<file path="src/rtl/mem_arb_pkg.sv">
`default_nettype none
//============================================================================
// mem_arb_pkg : shared types, size codes and alignment helper for the
//               unified memory port arbiter.
// Revision    : 1.0
//============================================================================
package mem_arb_pkg;

    typedef enum logic [1:0] {
        IDLE   = 2'd0,
        ACCESS = 2'd1,
        RESP   = 2'd2
    } arb_state_e;

    typedef enum logic [1:0] {
        OWN_F = 2'd0,
        OWN_L = 2'd1,
        OWN_D = 2'd2
    } arb_owner_e;

    localparam logic [1:0] SZ_B = 2'b00;
    localparam logic [1:0] SZ_H = 2'b01;
    localparam logic [1:0] SZ_W = 2'b10;
    localparam logic [1:0] SZ_D = 2'b11;

    // Only the low three address bits matter for sizes up to a double word.
    function automatic logic misaligned(input logic [2:0] addr_lo, input logic [1:0] size);
        logic mis;
        case (size)
            SZ_B:    mis = 1'b0;
            SZ_H:    mis = addr_lo[0];
            SZ_W:    mis = |addr_lo[1:0];
            default: mis = |addr_lo;
        endcase
        return mis;
    endfunction

endpackage
`default_nettype wire

</file>
<file path="src/rtl/mem_arb_pick.sv">
`default_nettype none
//============================================================================
// mem_arb_pick : combinational winner select; D has absolute priority,
//                F and L share by round-robin.
// Revision     : 1.0
//============================================================================
module mem_arb_pick
    import mem_arb_pkg::*;
(
    input  logic       i_f_req,
    input  logic       i_l_req,
    input  logic       i_d_req,
    input  logic       i_rr,
    output logic [2:0] o_grant,     // one-hot {D, L, F}
    output arb_owner_e o_owner
);

    always_comb begin
        o_grant = 3'b000;
        o_owner = OWN_F;
        if (i_d_req) begin
            o_grant = 3'b100;
            o_owner = OWN_D;
        end else if (i_f_req && i_l_req) begin
            if (i_rr) begin
                o_grant = 3'b010;
                o_owner = OWN_L;
            end else begin
                o_grant = 3'b001;
                o_owner = OWN_F;
            end
        end else if (i_l_req) begin
            o_grant = 3'b010;
            o_owner = OWN_L;
        end else if (i_f_req) begin
            o_grant = 3'b001;
            o_owner = OWN_F;
        end
    end

endmodule
`default_nettype wire

</file>
<file path="src/rtl/mem_port_arbiter.sv">
`default_nettype none
//============================================================================
// mem_port_arbiter : serialises fetch, load/store and loader accesses onto
//                    the single memory port with alignment and timeout checks.
// Revision         : 1.0
//============================================================================
module mem_port_arbiter
    import mem_arb_pkg::*;
#(
    parameter int ADDR_W  = 64,
    parameter int DATA_W  = 64,
    parameter int TIMEOUT = 16
) (
    input  logic              clk,
    input  logic              reset,
    input  logic              f_req,
    input  logic [ADDR_W-1:0] f_addr,
    input  logic              l_req,
    input  logic              l_we,
    input  logic [1:0]        l_size,
    input  logic [ADDR_W-1:0] l_addr,
    input  logic [DATA_W-1:0] l_wdata,
    input  logic              d_req,
    input  logic              d_we,
    input  logic [1:0]        d_size,
    input  logic [ADDR_W-1:0] d_addr,
    input  logic [DATA_W-1:0] d_wdata,
    output logic              f_done,
    output logic [DATA_W-1:0] f_rdata,
    output logic              f_err,
    output logic              l_done,
    output logic [DATA_W-1:0] l_rdata,
    output logic              l_err,
    output logic              d_done,
    output logic [DATA_W-1:0] d_rdata,
    output logic              d_err,
    output logic              mem_req,
    output logic              mem_we,
    output logic [1:0]        mem_size,
    output logic [ADDR_W-1:0] mem_addr,
    output logic [DATA_W-1:0] mem_wdata,
    input  logic              mem_ready,
    input  logic [DATA_W-1:0] mem_rdata,
    output logic              busy
);

    localparam logic [7:0] c_TMO_LAST = 8'(TIMEOUT - 1);

    arb_state_e        r_state;
    arb_owner_e        r_owner;
    logic              r_rr;
    logic [ADDR_W-1:0] r_addr;
    logic              r_we;
    logic [1:0]        r_size;
    logic [DATA_W-1:0] r_wdata;
    logic [7:0]        r_tmo;
    logic [DATA_W-1:0] r_rdata;
    logic              r_err;

    logic [2:0]        w_grant;
    arb_owner_e        w_owner;
    logic [ADDR_W-1:0] w_addr;
    logic              w_we;
    logic [1:0]        w_size;
    logic [DATA_W-1:0] w_wdata;
    logic              w_resp;

    mem_arb_pick u_pick (
        .i_f_req (f_req),
        .i_l_req (l_req),
        .i_d_req (d_req),
        .i_rr    (r_rr),
        .o_grant (w_grant),
        .o_owner (w_owner)
    );

    // Fetch is always a word read; it is the fallback when L and D are not granted.
    always_comb begin
        w_addr  = f_addr;
        w_we    = 1'b0;
        w_size  = SZ_W;
        w_wdata = '0;
        if (w_grant[2]) begin
            w_addr  = d_addr;
            w_we    = d_we;
            w_size  = d_size;
            w_wdata = d_wdata;
        end else if (w_grant[1]) begin
            w_addr  = l_addr;
            w_we    = l_we;
            w_size  = l_size;
            w_wdata = l_wdata;
        end
    end

    always_ff @(posedge clk or posedge reset) begin
        if (reset) begin
            r_state <= IDLE;
            r_owner <= OWN_F;
            r_rr    <= 1'b0;
            r_addr  <= '0;
            r_we    <= 1'b0;
            r_size  <= SZ_B;
            r_wdata <= '0;
            r_tmo   <= '0;
            r_rdata <= '0;
            r_err   <= 1'b0;
        end else begin
            case (r_state)
                IDLE: begin
                    if (|w_grant) begin
                        r_owner <= w_owner;
                        r_addr  <= w_addr;
                        r_we    <= w_we;
                        r_size  <= w_size;
                        r_wdata <= w_wdata;
                        // Point rr at the other F/L requester; D grants leave it alone.
                        if (!w_grant[2]) begin
                            r_rr <= w_grant[0];
                        end
                        if (misaligned(w_addr[2:0], w_size)) begin
                            r_err   <= 1'b1;
                            r_rdata <= '0;
                            r_state <= RESP;
                        end else begin
                            r_tmo   <= '0;
                            r_state <= ACCESS;
                        end
                    end
                end
                ACCESS: begin
                    if (mem_ready) begin
                        r_rdata <= r_we ? '0 : mem_rdata;
                        r_err   <= 1'b0;
                        r_state <= RESP;
                    end else if (r_tmo == c_TMO_LAST) begin
                        r_rdata <= '0;
                        r_err   <= 1'b1;
                        r_state <= RESP;
                    end else begin
                        r_tmo <= r_tmo + 8'd1;
                    end
                end
                RESP: begin
                    r_state <= IDLE;
                end
                default: begin
                    r_state <= IDLE;
                end
            endcase
        end
    end

    assign busy      = (r_state != IDLE);
    assign mem_req   = (r_state == ACCESS);
    assign mem_we    = mem_req & r_we;
    assign mem_size  = r_size;
    assign mem_addr  = r_addr;
    assign mem_wdata = r_wdata;

    assign w_resp  = (r_state == RESP);
    assign f_done  = w_resp && (r_owner == OWN_F);
    assign l_done  = w_resp && (r_owner == OWN_L);
    assign d_done  = w_resp && (r_owner == OWN_D);
    assign f_rdata = f_done ? r_rdata : '0;
    assign l_rdata = l_done ? r_rdata : '0;
    assign d_rdata = d_done ? r_rdata : '0;
    assign f_err   = f_done & r_err;
    assign l_err   = l_done & r_err;
    assign d_err   = d_done & r_err;

endmodule
`default_nettype wire

</file>
<file path="config.mk">
export PLATFORM = sky130hd
export DESIGN_NAME = mem_port_arbiter
export DESIGN_NICKNAME = d
export VERILOG_FILES = /design/src/rtl/mem_arb_pkg.sv /design/src/rtl/mem_arb_pick.sv /design/src/rtl/mem_port_arbiter.sv
export SDC_FILE = /design/constraint.sdc
export NUM_CORES = 1
export LEC_CHECK = 0
export ABC_AREA = 1
export CAP_MARGIN = 10
export CORE_AREA = 3 3 279 281
export CTS_CLUSTER_SIZE = 12
export DETAILED_ROUTE_END_ITERATION = 16
export DIE_AREA = 0 0 282 284
export PLACE_DENSITY = 0.48
export SYNTH_ARGS = -nofsm -noshare
export SYNTH_HDL_FRONTEND = slang
export SYNTH_HIERARCHICAL = 1
export SYNTH_SLANG_ARGS = --single-unit
</file>
<file path="constraint.sdc">
create_clock -name clk -period 7 [get_ports clk]
set_input_delay 1.4 -clock clk [delete_from_list [all_inputs] [get_ports clk]]
set_output_delay 1.4 -clock clk [all_outputs]
set_load 0.01 [all_outputs]
</file>
## Word level (Yosys, flattened, before mapping)

Index checks and enable logic that the tools add are counted.

- Add/sub/neg operators: 1
- Equal/unequal tests: 13
- Mux-type cells: 44
- Bitwise operators: 5
- Reductions and logical operators: 17

Operators with widths:

| kind | count |
|---|---|
| $mux W64 | 12 |
| $pmux W64 S2 | 1 |
| $mux W8 | 4 |
| $mux W2 | 9 |
| $pmux W8 S2 | 1 |
| $mux W1 | 11 |
| $ne A2 B2 Y1 const B | 5 |
| $mux W3 | 3 |
| $add A8 B1 Y8 const B | 1 |
| $eq A8 B4 Y1 const B | 1 |
| $eq A2 B1 Y1 const B | 3 |
| $eq A2 B2 Y1 const B | 3 |
| $logic_not A2 Y1 | 3 |
| $reduce_or A3 Y1 | 2 |
| $reduce_and A5 Y1 | 1 |
| $and A1 B1 Y1 | 4 |
| $logic_and A1 B1 Y1 | 4 |
| $pmux W2 S2 | 1 |
| $reduce_and A2 Y1 | 2 |
| $reduce_and A4 Y1 | 1 |
| $reduce_bool A2 Y1 | 2 |
| $ne A3 B1 Y1 const B | 1 |
| $pmux W1 S3 | 1 |
| $reduce_and A3 Y1 | 1 |
| 3 further kinds | 3 |

- Flip-flop bits (word level): 209
- Input bits: 396
- Output and inout port bits: 331

## Depth between registers and ports, before layout

- Depth in word-level cells: 13
- Gate-level depth with buffers: 16

## Modules after synthesis

The synthesis kept the hierarchy.

Modules (own cells, without submodules):

| module | instances | cells each | area each (µm²) | sequential area each (µm²) |
|---|---|---|---|---|
| mem_port_arbiter | 1 | 1359 | 10478.8 | 5230.0 |
| mem_arb_pick | 1 | 12 | 56.3 | 0.0 |

## Worst setup path before layout

OpenSTA, ideal clock, no wires.

- Path kind: register to output
- Start point: reg r_state[1]
- End point: out d_rdata[23]
- Data arrival time: 1535 ps
- Path slack: 4065 ps
- Stages on the path, launching flop included: 9
- Path buffers: 2
- Cell sequence: dfrtp_1 > inv_1 > nor2_1 > inv_1 > nor3_1 > inv_1 > clkbuf_1 > buf_1 > nor2_1

- Cells in the longest elaborated chain, start to end: 3

RTL lines:

| what | RTL line | RTL |
|---|---|---|
| start, declared | mem_port_arbiter.sv:49 | `arb_state_e r_state;` |
| start signal, assigned | mem_port_arbiter.sv:98 | `r_state <= IDLE;` |
| start signal, assigned | mem_port_arbiter.sv:124 | `r_state <= RESP;` |
| start signal, assigned | mem_port_arbiter.sv:127 | `r_state <= ACCESS;` |
| $eq A2 B2 Y1 | mem_port_arbiter.sv:161 | `assign w_resp = (r_state == RESP);` |
| $logic_and A1 B1 Y1 | mem_port_arbiter.sv:164 | `assign d_done = w_resp && (r_owner == OWN_D);` |
| named net d_done | mem_port_arbiter.sv:34 | `output logic d_done,` |
| $mux W64 | mem_port_arbiter.sv:167 | `assign d_rdata = d_done ? r_rdata : '0;` |
| end, declared | mem_port_arbiter.sv:35 | `output logic [DATA_W-1:0] d_rdata,` |

The timed path passes the listed nets, and every way through them passes these cells.

## Worst setup path in the final report

- Start point: reg r_state[1]
- End point: out f_rdata[7]

- Cells in the longest elaborated chain, start to end: 3

RTL lines:

| what | RTL line | RTL |
|---|---|---|
| $eq A2 B2 Y1 | mem_port_arbiter.sv:161 |  |
| $logic_and A1 B1 Y1 | mem_port_arbiter.sv:162 | `assign f_done = w_resp && (r_owner == OWN_F);` |
| $mux W64 | mem_port_arbiter.sv:165 | `assign f_rdata = f_done ? r_rdata : '0;` |
| end, declared | mem_port_arbiter.sv:29 | `output logic [DATA_W-1:0] f_rdata,` |

Every way passes these cells.

==> out/qor.txt <==
status - finished clean
crit path launch type - register
die height - 284 um
post-route clock period utilization - 62.1%
Via-to-Cell Ratio - 3.95
Placer Congestion - 0.802
vias in the first global route - 12200
first drt pass iteration count - 5
CP Max Fanout - 65
# rows - 101
worst flop-to-flop path startpoint - r_rr$_DFFE_PP0P_
Netlist cell types - 29
top-count cell post-synth - nand2_1
core outline area - 75700 um^2
total number of yosys warnings - 6
initial antenna violation count - 10
Starting Density - 13.9%
CP Capture Point - f_rdata[7]
max-cap violations - 0
sequential fraction of the synthesis area - 49.6%
Worst Path Required - 5.60 ns
final setup violation count - 0
proportion of synthesized area in mux cells - 0%
CP Cell Sequence - inv_1 > nor2_1 > inv_1 > nor3_1 > inv_2 > nor2_1 > clkdlybuf4s50_1
Final ANT Viol Nets - 0
nets - 2431
Die Footprint - 80100 um^2
Die Wd - 282 um
post-synth top area cell - dfrtp_1
actual slew at the worst max-slew pin - 1.14 ns
Post-Route Skew - 0.0174 ns
DR vias - 12000
cells after synthesis - 1371
synth top area cells - dfrtp_1 (50%), nand2_1 (13%), nor2_1 (8.3%)
Worst setup EP type - primary output
clk slew on worst S/H paths - 0.06 ns
WP buf/inv - 4
Clk Latency, worst-skew pair - 0.56 ns
Rel. slew slack - 24.1%
Top Ports - 727
wire length per cell - 17.8 um
wirelength, routed - 54000 um
Max Freq - 230 MHz
RSZ-0062 raised after global routing - no
buffers added on ports - 726
Setup WS post-layout - 2.66 ns
Residual DRC - 0
largest net degree at the start of global routing - 193
Hold Violations, Final - 0
share of cells above drive strength 1 - 3.51%
FFs w/ async S/R, synth - 100%
Final min period - 4.34 ns
Synth top area share - 49.6%
HP Class - register to register
Worst R2R Path Depth - 8
area grow syn2layout - 86.3%
WP depth - 7
CTS Buf Count - 28
CTS tree - yes
Slowest-stage cell, CP - clkdlybuf4s50_1
VDD IR max - 0.148 mV
register bit total from synthesis - 209
Post-synth EDFFs - 0
DP Worst Slack - 2.33 ns
total track usage - 12.8%
Root Buffer - clkbuf_16
setup slack, reg-to-reg - 3.76 ns
crit path launch - r_state[1]$_DFFE_PP0P_
Main synth FF type - dfrtp_1
reg-to-reg critical path endpoint - mem_addr[21]$_DFFE_PP0P_
adder-cell share of the synthesized area - 0.119%
Post-CTS Setup Inserts - 0
DRT iter0 DRCs - 522
Crit path max-delay family - buffers and inverters
Critical Path Max Stage Delay - 0.60 ns
largest family of logic cells by synthesized area - simple AND/OR/NAND/NOR gates
Synth Area in Compound Gates - 16.2%
critical path class - register to primary output
grt total ovfl - 0
CTS Hold Bufs - 0
H-tree levels - 1
final setup TNS - 0 ns
hpwl dp - 42500 um
max-slew violations - 0
global-route wire length before repair - 78400 um
Longest Clk Path Bufs - 3
CTS Sinks - 209
pwr dens - 322 nW/um^2
mapped cell area - 10500 um^2
static leakage - 7.85 nW
XOR/XNOR share of the synthesized area - 0.0831%
cts repair resizes - 0
simple-gate area share of the yosys netlist - 26.0%
commonest cells in the netlist - nand2_1 (377), nor2_1 (232), dfrtp_1 (209)
CP arrival - 2.94 ns
syn_area_per_cell - 7.68 um^2
syn_nets - 1768
layout make-up:
| type | count | area [um^2] |
|---|---|---|
| fill | 8173 | 56100 |
| clock inverter | 6 | 83.8 |
| clock buffer | 41 | 821 |
| tap | 978 | 1220 |
| antenna | 5 | 12.5 |
| timing repair buffer | 740 | 7390 |
| inverter | 96 | 364 |
| sequential | 209 | 5230 |
| multi-input combinational | 959 | 4490 |
routing by layer:
metal	GRT usage (%)	part of all wire, %	vias up	wire (um)
met5	0	0.12	-	64
met4	4.05	2.6	8	1420
met3	3.83	8.1	74	4370
met2	23.0	50	470	27100
met1	14.5	39	5618	21000
li1	-	-	5829	-
worst min-delay path, delay by kind of cell (launching register included):
kind             cells  cell delay (ns)
DFF                  1             0.34
and+or+nand+nor      2             0.10
worst min-delay path by stage:
stage                                  from                       to  slack, ns  cells past startpoint
floorplan                 r_err$_DFFE_PP0P_        r_err$_DFFE_PP0P_       0.44                      2
global placement    r_rdata[12]$_DFFE_PP0P_  r_rdata[12]$_DFFE_PP0P_       0.46                      2
detailed placement  r_rdata[17]$_DFFE_PP0P_  r_rdata[17]$_DFFE_PP0P_       0.46                      2
CTS                 r_rdata[17]$_DFFE_PP0P_  r_rdata[17]$_DFFE_PP0P_       0.47                      2
global route        r_rdata[46]$_DFFE_PP0P_  r_rdata[46]$_DFFE_PP0P_       0.49                      2
finish              r_rdata[17]$_DFFE_PP0P_  r_rdata[17]$_DFFE_PP0P_       0.47                      2
sequential cells by signal, summed over array words and instances (netlist names):
name and flops:
mem_addr 64, mem_wdata 64, r_rdata 64, r_tmo 8
mem_size 2, r_owner 2, r_state 2, r_err 1
r_rr 1, r_we 1
cells in the final DEF, fill, tap and decap left out, drive strengths merged:
master	Yosys	routed
a32o	1	1
or2	2	2
nand2	379	379
o21ai	69	69
nor3	64	64
clkbuf	66	41
nor2	234	234
clkdlybuf4s50	0	725
o31ai	54	54
diode	0	5
o22ai	56	56
dfrtp	209	209
bufinv	0	2
nand3	17	17
a22oi	66	66
xnor2	1	1
a21oi	2	2
a31oi	4	4
clkinvlp	0	1
nand4	1	1
o41ai	7	7
buf	41	15
inv	96	95
clkinv	0	4
ha	1	1
nand3b	1	1
per-stage QoR:
stage | std cells | util [%] | area [um^2] | total power, mW | hold slack, ns
6_report | 3034 | 25.9 | 19600 | 6.32 | 0.468
5_1_grt | 3033 | 25.9 | 19600 | 6.81 | 0.488
4_1_cts | 3029 | 25.9 | 19600 | 6.47 | 0.472
3_5_place_dp | 2982 | 24.7 | 18700 | 4.95 | 0.460
3_3_place_gp | 2982 | 24.7 | 18700 | 4.92 | 0.457
2_1_floorplan | 1371 | - | 10500 | 3.33 | 0.442
cells by family (layout without fill, tap and decap cells):
| group | after synthesis | count (layout) |
|---|---|---|
| and+or+nand+nor | 698 | 698 |
| AOI/OAI and AO/OA | 259 | 259 |
| DFF | 209 | 209 |
| buffers and inverters | 203 | 883 |
| adders and majority gates | 1 | 1 |
| xor gates and xnor gates | 1 | 1 |
| other | 0 | 5 |
report_power, final:
part / total (mW) / switching, mW / internal, mW
clock: 1.43 / 0.560 / 0.874
sequential: 2.05 / 0.322 / 1.73
combinational: 2.83 / 1.53 / 1.30
No activity file was read; power rests on OpenSTA's default activity.
